### src/rtl/fir_stim_gen_pkg.sv
// fir_pkg: shared types and constants for the FIR stimulus generator.
// Holds the stimulus mode and FSM state encodings, the LFSR feedback
// polynomial, the default LFSR seed, and the LFSR step/seed helpers.
package fir_pkg;

  // Stimulus waveform selected at the start of a run
  typedef enum logic [1:0] {
    MODE_IMPULSE = 2'd0,
    MODE_STEP    = 2'd1,
    MODE_NOISE   = 2'd2,
    MODE_RAMP    = 2'd3
  } stim_mode_t;

  // Generator control states
  typedef enum logic [1:0] {
    ST_IDLE = 2'd0,
    ST_RUN  = 2'd1,
    ST_DONE = 2'd2
  } stim_state_t;

  // Right-shift Galois mask for x^16 + x^14 + x^13 + x^11 + 1
  localparam logic [15:0] LFSR_POLY         = 16'hB400;
  localparam logic [15:0] LFSR_DEFAULT_SEED = 16'hACE1;

  // One Galois shift: shift right, fold the outgoing bit back through the taps
  function automatic logic [15:0] lfsr_step(input logic [15:0] cur);
    logic [15:0] nxt;
    nxt = {1'b0, cur[15:1]};
    if (cur[0]) begin
      nxt = nxt ^ LFSR_POLY;
    end else begin
      nxt = nxt;
    end
    return nxt;
  endfunction

  // An all-zero seed would lock the LFSR, so it is promoted to 1
  function automatic logic [15:0] lfsr_seed_fix(input logic [15:0] seed);
    logic [15:0] fixed;
    if (seed == 16'h0000) begin
      fixed = 16'h0001;
    end else begin
      fixed = seed;
    end
    return fixed;
  endfunction

endpackage

### src/rtl/fir_stim_gen_if.sv
// fir_stim_gen_if: control and sample stream between a stimulus source
// (master side drives the run request, slave side is the generator).
interface fir_stim_gen_if #(
  parameter int IN_INTE_WL = 4,
  parameter int IN_FRAC_WL = 8,
  parameter int LEN_WL     = 16
);

  logic                                 start;
  logic                                 abort;
  logic [1:0]                           mode;
  logic signed [IN_INTE_WL-1:-IN_FRAC_WL] amplitude;
  logic [LEN_WL-1:0]                    length;
  logic                                 hold;
  logic signed [IN_INTE_WL-1:-IN_FRAC_WL] data_out;
  logic                                 out_valid;
  logic                                 busy;
  logic                                 done;

  modport master (
    output start, abort, mode, amplitude, length, hold,
    input  data_out, out_valid, busy, done
  );

  modport slave (
    input  start, abort, mode, amplitude, length, hold,
    output data_out, out_valid, busy, done
  );

endinterface

### src/rtl/fir_stim_gen_lfsr.sv
// fir_lfsr: 16-bit Galois LFSR with synchronous reload and step enable.
// Only built when FIR_STIM_LFSR_EN is defined (noise mode present).
`ifdef FIR_STIM_LFSR_EN
module fir_lfsr
  import fir_pkg::*;
#(
  parameter logic [15:0] SEED = LFSR_DEFAULT_SEED
) (
  input  logic        clk,
  input  logic        rst,
  input  logic        load,
  input  logic        enable,
  output logic [15:0] state
);

  localparam logic [15:0] SEED_EFF = lfsr_seed_fix(SEED);

  logic [15:0] state_r;

  // Reload has priority over stepping; otherwise hold the current value
  always_ff @(posedge clk or posedge rst) begin
    if (rst) begin
      state_r <= SEED_EFF;
    end else if (load) begin
      state_r <= SEED_EFF;
    end else if (enable) begin
      state_r <= lfsr_step(state_r);
    end else begin
      state_r <= state_r;
    end
  end

  assign state = state_r;

endmodule
`endif

### src/rtl/fir_stim_gen.sv
// fir_stim_gen: test-stimulus source for a FIR filter input.
// Produces impulse, step, ramp or noise runs of a programmed length with
// stall (hold) and abort support. All outputs are registered.
// Build option: define FIR_STIM_LFSR_EN to include the LFSR noise source;
// without it, noise mode emits zeros with normal run timing.
module fir_stim_gen
  import fir_pkg::*;
#(
  parameter int          IN_INTE_WL = 4,
  parameter int          IN_FRAC_WL = 8,
  parameter int          LEN_WL     = 16,
  parameter logic [15:0] LFSR_SEED  = LFSR_DEFAULT_SEED
) (
  input logic           clk,
  input logic           rst,
  fir_stim_gen_if.slave bus
);

  localparam int                W       = IN_INTE_WL + IN_FRAC_WL;
  localparam logic [LEN_WL-1:0] LEN_ONE = {{(LEN_WL-1){1'b0}}, 1'b1};

  stim_state_t       state_r, state_s;
  stim_mode_t        mode_r, mode_s;
  logic [W-1:0]      amp_r, amp_s;
  logic [LEN_WL-1:0] len_r, len_s;
  logic [LEN_WL-1:0] k_r, k_s;
  logic [W-1:0]      data_r, data_s;
  logic [W-1:0]      sample_s;
  logic              valid_r, valid_s;
  logic              busy_r, busy_s;
  logic              done_r, done_s;

`ifdef FIR_STIM_LFSR_EN
  logic        lfsr_load_s;
  logic        lfsr_en_s;
  logic [15:0] lfsr_state_s;
  logic [15:0] lfsr_next_s;

  fir_lfsr #(
    .SEED (LFSR_SEED)
  ) u_lfsr (
    .clk    (clk),
    .rst    (rst),
    .load   (lfsr_load_s),
    .enable (lfsr_en_s),
    .state  (lfsr_state_s)
  );

  // A noise sample is the value the LFSR steps to on that emission
  assign lfsr_next_s = lfsr_step(lfsr_state_s);
`endif

  // Sample value for the current index k under the latched mode
  always_comb begin
    sample_s = {W{1'b0}};
    case (mode_r)
      MODE_IMPULSE: begin
        if (k_r == {LEN_WL{1'b0}}) begin
          sample_s = amp_r;
        end else begin
          sample_s = {W{1'b0}};
        end
      end
      MODE_STEP: begin
        sample_s = amp_r;
      end
      MODE_RAMP: begin
        // Wraps modulo 2^W by truncation
        sample_s = amp_r + W'(k_r);
      end
      MODE_NOISE: begin
`ifdef FIR_STIM_LFSR_EN
        sample_s = W'(lfsr_next_s);
`else
        sample_s = {W{1'b0}};
`endif
      end
      default: begin
        sample_s = {W{1'b0}};
      end
    endcase
  end

  // Next-state and next-output decode for the IDLE/RUN/DONE controller
  always_comb begin
    state_s = state_r;
    mode_s  = mode_r;
    amp_s   = amp_r;
    len_s   = len_r;
    k_s     = k_r;
    data_s  = data_r;
    valid_s = 1'b0;
    busy_s  = busy_r;
    done_s  = 1'b0;
`ifdef FIR_STIM_LFSR_EN
    lfsr_load_s = 1'b0;
    lfsr_en_s   = 1'b0;
`endif
    case (state_r)
      ST_IDLE: begin
        busy_s = 1'b0;
        // abort is meaningless here, so start alone decides
        if (bus.start) begin
          mode_s = stim_mode_t'(bus.mode);
          amp_s  = bus.amplitude;
          len_s  = bus.length;
          k_s    = {LEN_WL{1'b0}};
          busy_s = 1'b1;
`ifdef FIR_STIM_LFSR_EN
          lfsr_load_s = 1'b1;
`endif
          if (bus.length == {LEN_WL{1'b0}}) begin
            state_s = ST_DONE;
          end else begin
            state_s = ST_RUN;
          end
        end else begin
          state_s = ST_IDLE;
        end
      end
      ST_RUN: begin
        // abort outranks both hold and the final-sample transition
        if (bus.abort) begin
          state_s = ST_IDLE;
          busy_s  = 1'b0;
          k_s     = {LEN_WL{1'b0}};
        end else if (bus.hold) begin
          state_s = ST_RUN;
        end else begin
          data_s  = sample_s;
          valid_s = 1'b1;
          k_s     = k_r + LEN_ONE;
`ifdef FIR_STIM_LFSR_EN
          if (mode_r == MODE_NOISE) begin
            lfsr_en_s = 1'b1;
          end else begin
            lfsr_en_s = 1'b0;
          end
`endif
          if (k_r == (len_r - LEN_ONE)) begin
            state_s = ST_DONE;
          end else begin
            state_s = ST_RUN;
          end
        end
      end
      ST_DONE: begin
        // First DONE cycle raises the done pulse, the second returns to IDLE
        if (done_r) begin
          state_s = ST_IDLE;
          busy_s  = 1'b0;
        end else begin
          state_s = ST_DONE;
          done_s  = 1'b1;
        end
      end
      default: begin
        state_s = ST_IDLE;
        busy_s  = 1'b0;
      end
    endcase
  end

  // State, run context and output registers; reset clears all of them
  always_ff @(posedge clk or posedge rst) begin
    if (rst) begin
      state_r <= ST_IDLE;
      mode_r  <= MODE_IMPULSE;
      amp_r   <= {W{1'b0}};
      len_r   <= {LEN_WL{1'b0}};
      k_r     <= {LEN_WL{1'b0}};
      data_r  <= {W{1'b0}};
      valid_r <= 1'b0;
      busy_r  <= 1'b0;
      done_r  <= 1'b0;
    end else begin
      state_r <= state_s;
      mode_r  <= mode_s;
      amp_r   <= amp_s;
      len_r   <= len_s;
      k_r     <= k_s;
      data_r  <= data_s;
      valid_r <= valid_s;
      busy_r  <= busy_s;
      done_r  <= done_s;
    end
  end

  assign bus.data_out  = data_r;
  assign bus.out_valid = valid_r;
  assign bus.busy      = busy_r;
  assign bus.done      = done_r;

endmodule

### src/flat_wrapper.sv
// flat-port wrapper written by rule: the top's interface ports become plain ports
module fir_stim_gen_flat import fir_pkg::*;
#(
  parameter int          IN_INTE_WL = 4,
  parameter int          IN_FRAC_WL = 8,
  parameter int          LEN_WL     = 16,
  parameter logic [15:0] LFSR_SEED  = LFSR_DEFAULT_SEED
)
  (clk, rst, bus_start, bus_abort, bus_mode, bus_amplitude, bus_length, bus_hold, bus_data_out, bus_out_valid, bus_busy, bus_done);
  fir_stim_gen_if #(.IN_INTE_WL(IN_INTE_WL), .IN_FRAC_WL(IN_FRAC_WL), .LEN_WL(LEN_WL)) bus_i ();
  input logic clk;
  input logic rst;
  input wire logic [$bits(bus_i.start)-1:0] bus_start;
  input wire logic [$bits(bus_i.abort)-1:0] bus_abort;
  input wire logic [$bits(bus_i.mode)-1:0] bus_mode;
  input wire logic [$bits(bus_i.amplitude)-1:0] bus_amplitude;
  input wire logic [$bits(bus_i.length)-1:0] bus_length;
  input wire logic [$bits(bus_i.hold)-1:0] bus_hold;
  output wire logic [$bits(bus_i.data_out)-1:0] bus_data_out;
  output wire logic [$bits(bus_i.out_valid)-1:0] bus_out_valid;
  output wire logic [$bits(bus_i.busy)-1:0] bus_busy;
  output wire logic [$bits(bus_i.done)-1:0] bus_done;
  assign bus_i.start = bus_start;
  assign bus_i.abort = bus_abort;
  assign bus_i.mode = bus_mode;
  assign bus_i.amplitude = bus_amplitude;
  assign bus_i.length = bus_length;
  assign bus_i.hold = bus_hold;
  assign bus_data_out = bus_i.data_out;
  assign bus_out_valid = bus_i.out_valid;
  assign bus_busy = bus_i.busy;
  assign bus_done = bus_i.done;
  fir_stim_gen #(.IN_INTE_WL(IN_INTE_WL), .IN_FRAC_WL(IN_FRAC_WL), .LEN_WL(LEN_WL), .LFSR_SEED(LFSR_SEED)) u_core (.clk(clk), .rst(rst), .bus(bus_i));
endmodule
### config.mk
export PLATFORM = sky130hd
export DESIGN_NAME = fir_stim_gen_flat
export DESIGN_NICKNAME = d
export VERILOG_FILES = /design/src/rtl/fir_stim_gen_pkg.sv /design/src/rtl/fir_stim_gen_if.sv /design/src/rtl/fir_stim_gen_lfsr.sv /design/src/rtl/fir_stim_gen.sv /design/src/flat_wrapper.sv
export SDC_FILE = /design/constraint.sdc
export NUM_CORES = 1
export LEC_CHECK = 0
export ABC_CLOCK_PERIOD_IN_PS = 3100
export CORE_AREA = 8 8 92 94
export DETAILED_ROUTE_END_ITERATION = 6
export DIE_AREA = 0 0 100 102
export GPL_TIMING_DRIVEN = 0
export PLACE_DENSITY = 0.85
export SLEW_MARGIN = 25
export SYNTH_ARGS = -nofsm -noshare
export SYNTH_HDL_FRONTEND = slang
export SYNTH_SLANG_ARGS = --single-unit
### constraint.sdc
create_clock -name clk -period 3.1 [get_ports clk]
set_clock_uncertainty 0.1 [all_clocks]
set_input_delay 0.62 -clock clk [delete_from_list [all_inputs] [get_ports clk]]
set_output_delay 0.62 -clock clk [all_outputs]
set_load 0.01 [all_outputs]
==> metrics.csv <==
stage;metric;value;unit
grt;grt_first_pass_wirelength;16600;um
status;status;finished, final reports clean;
timing;final_hold_viol_count;0;
logic_synthesis;yosysTopAreaCell;dfrtp_1;
placed_design;placed_cells;531;
timing;relSlewSlack;42.8;%
layout;area_delta_synth_final;22.8;%
drt;drt_iter0_drc;289;
critical_path;cp_top_family;buffers and inverters;
logic_synthesis;syn_area;3800;um2
clocking;cts_root_buffer;clkbuf_8;
layout;fill_cells;548;
floorplanning;core_area;7060;um2
grt;grt-ovfl-total;0;
logic_synthesis;synthCells;382;
logic_synthesis;synth_flop_cell;dfrtp_1;
critical_path;critPathMaxStageDelay;0.57;ns
logic_synthesis;async_flop_share;100;%
timing;grt_setup_unrepaired;false;
min_path;hold_path.class;flop to flop;
critical_path;r2r_end;u_core.bus.data_out[2];
drt;viasPerCell;6.03;
timing;fin_crit;2.66;ns
clocking;cts_setup_buffers;0;
timing;setup_ws;0.440;ns
critical_path;rrSetupSlack;0.47;ns
min_path;hold_start;u_core.bus.done;
clocking;cts_max_level;3;
critical_path;reg2reg_depth;8;
placed_design;gp_congestion;0.944;
grt;grt_start_max_net_pins;57;
floorplanning;std_cell_rows;31;
grt;grt_pass1_vias;3289;
clocking;cts.sinks;63;
timing;maxSlewViolCount;0;
logic_synthesis;avgSynthCellArea;9.94;um2
drt;num_vias;3297;
logic_synthesis;synth_top_area_share;41.5;%
drt;drc;0;
logic_synthesis;synth_edf_count;0;
power;vdd_drop_max;0.437;mV
placed_design;post-place-ws;0.0898;ns
layout;insertedDiodeCount;0;
critical_path;cp_num_buf_inv;3;
critical_path;crit_chain;clkdlybuf4s50_1, nor3b_1, clkbuf_1, clkbuf_1, mux2_2;
min_path;hold_end;u_core.bus.done;
floorplanning;dieHeight;102;um
clocking;clockBufferDepth;2;
logic_synthesis;ys_seq_elements;63;
clocking;cts_hold_buf;0;
drt;post_drt_wl_per_cell;18.6;um
placed_design;hpwl;7500;um
drt;detail-route-antenna-nets;0;
timing;holdWs;0.372;ns
critical_path;critical_path_required;3.23;ns
power;total_power;3.26;mW
logic_synthesis;synth.area.top_cells;dfrtp_1, mux2_2, xor2_1;
power;power.density;699;nW/um2
floorplanning;ios;50;
layout;layout.cells.non_filler;547;
logic_synthesis;synth_cell_types;58;
critical_path;start_kind;primary input;
timing;setup_tns;0;ns
critical_path;crit_arrival;2.79;ns
logic_synthesis;yosysSeqAreaShare;41.5;%
layout;layout-drive-gt1-share;12.3;%
critical_path;crit_fanout;10;
timing;fmax;376;MHz
timing;setup_viol;0;
drt;totalWireLength;10200;um
clocking;cts_inserted_buffers;9;
critical_path;worstReg2RegStart;u_core.k_r[0];
min_path;hold_depth;1;
layout;nets;493;
grt;antenna_found_initial;0;
clocking;cts_tree;yes;
clocking;ctsResizeCount;0;
logic_synthesis;yosysWarnings;0;
critical_path;path_class;primary input to flop;
timing;tightestPinTransition;0.850;ns
grt;grt_usage;21.0;%
critical_path;crit_path_end_kind;flop;
drt;dr.pass1.iters;5;
critical_path;critPathSlowestCell;clkbuf_1;
floorplanning;start_util;53.8;%
power;power_leakage;1.95;nW
clocking;clkTransAtPathRegs;0.07;ns
floorplanning;die_area;10200;um2
floorplanning;die_w;100;um
clocking;clock_latency;0.35;ns
placed_design;portBuffers;49;
logic_synthesis;synth_nets;432;
timing;fin_crit_sh;85.8;%
critical_path;crit_top_cell;clkbuf_1;
job;max_cap_violations;0;
metal layers:
layer	track usage [%]	wire length (um)	share of wire (%)	vias to the layer above
li1	-	-	-	1511
met1	26.6	4650	46	1637
met3	4.84	585	5.7	27
met4	9.07	257	2.5	0
met5	0	0	0	-
met2	33.6	4700	46	122
cell usage in the layout, fill, tap and decap left out, types with 10 or more instances in the layout:
master           count
inv_1               12
clkbuf_8            10
mux2_2              26
xnor2_1             19
xor2_1              23
ha_1                14
clkbuf_1            13
dfrtp_1             63
nand3_1             15
clkdlybuf4s50_1     49
nor4_1              14
a21oi_1             14
o21ai_0             15
nand2_1             21
nor2_1              36
worst max path at each step:
| stage | cells past startpoint | startpoint | slack, ns | end |
|---|---|---|---|---|
| floorplan | 8 | u_core.len_r[2] | 0.79 | u_core.state_r[0] |
| global placement | 2 | rst | -0.21 | u_core.bus.out_valid |
| detailed placement | 5 | bus_start | 0.09 | u_core.len_r[13] |
| CTS | 5 | bus_start | 0.45 | u_core.len_r[13] |
| global route | 5 | bus_start | 0.29 | u_core.amp_r[6] |
| finish | 5 | bus_start | 0.44 | u_core.len_r[13] |
where the power goes:
| group | internal [mW] | switching, mW |
|---|---|---|
| logic | 0.592 | 0.591 |
| clock network | 0.475 | 0.329 |
| registers | 1.04 | 0.239 |
| total | 2.10 | 1.16 |
worst register-to-register path, stage by stage (launching register included):
cell and delay, ns:
dfrtp_1 0.50, ha_1 0.31, fa_1 0.41, a21oi_1 0.21
o21ai_0 0.10, a21oi_1 0.30, o21ai_0 0.22, xnor2_1 0.23
o211ai_1 0.12
cell families (layout without fill, tap and decap cells):
family | after synthesis | after routing | synth area share [%]
and+or+nand+nor | 137 | 137 | 19.8
adders and majority gates | 15 | 15 | 5.14
DFF | 63 | 63 | 41.5
buffers and inverters | 29 | 95 | 3.29
muxes | 28 | 28 | 8.24
AOI/OAI and AO/OA | 68 | 68 | 12.3
xor gates and xnor gates | 42 | 42 | 9.69
Yosys cell counts (all sizes together) (8+ instances only):
master	instances
nand4	8
inv	13
nor4	16
nand2	21
nand3	15
xnor2	19
ha	14
a21oi	14
mux2	26
xor2	23
clkbuf	12
nor2	36
dfrtp	63
o21ai	16
through the flow:
| step | instance area, um2 | util [%] |
|---|---|---|
| 2_1_floorplan | 3800 | - |
| 3_3_place_gp | 4410 | 62.5 |
| 3_5_place_dp | 4440 | 62.9 |
| 4_1_cts | 4660 | 66.1 |
| 5_1_grt | 4660 | 66.1 |
| 6_report | 4660 | 66.1 |
state kept, by name, summed over array words and instances, names as in the netlist, 2 cells and up:
| register | cells |
|---|---|
| u_core.len_r | 16 |
| u_core.bus.data_out | 4 |
| u_core.amp_r | 12 |
| u_core.k_r | 16 |
| u_core.mode_r | 2 |
| u_core.state_r | 2 |
final cells by class:
type	instances	area [um2]	area share (%)
clock buffer	11	141	3.03
clock inverter	5	81.3	1.74
timing repair buffer	50	518	11.1
buffer	16	76.3	1.64
sequential	63	1580	33.8
tap	99	124	2.66
multi-input combinational	290	2100	44.9
inverter	13	51.3	1.10
(Power assumes the default switching activity.)
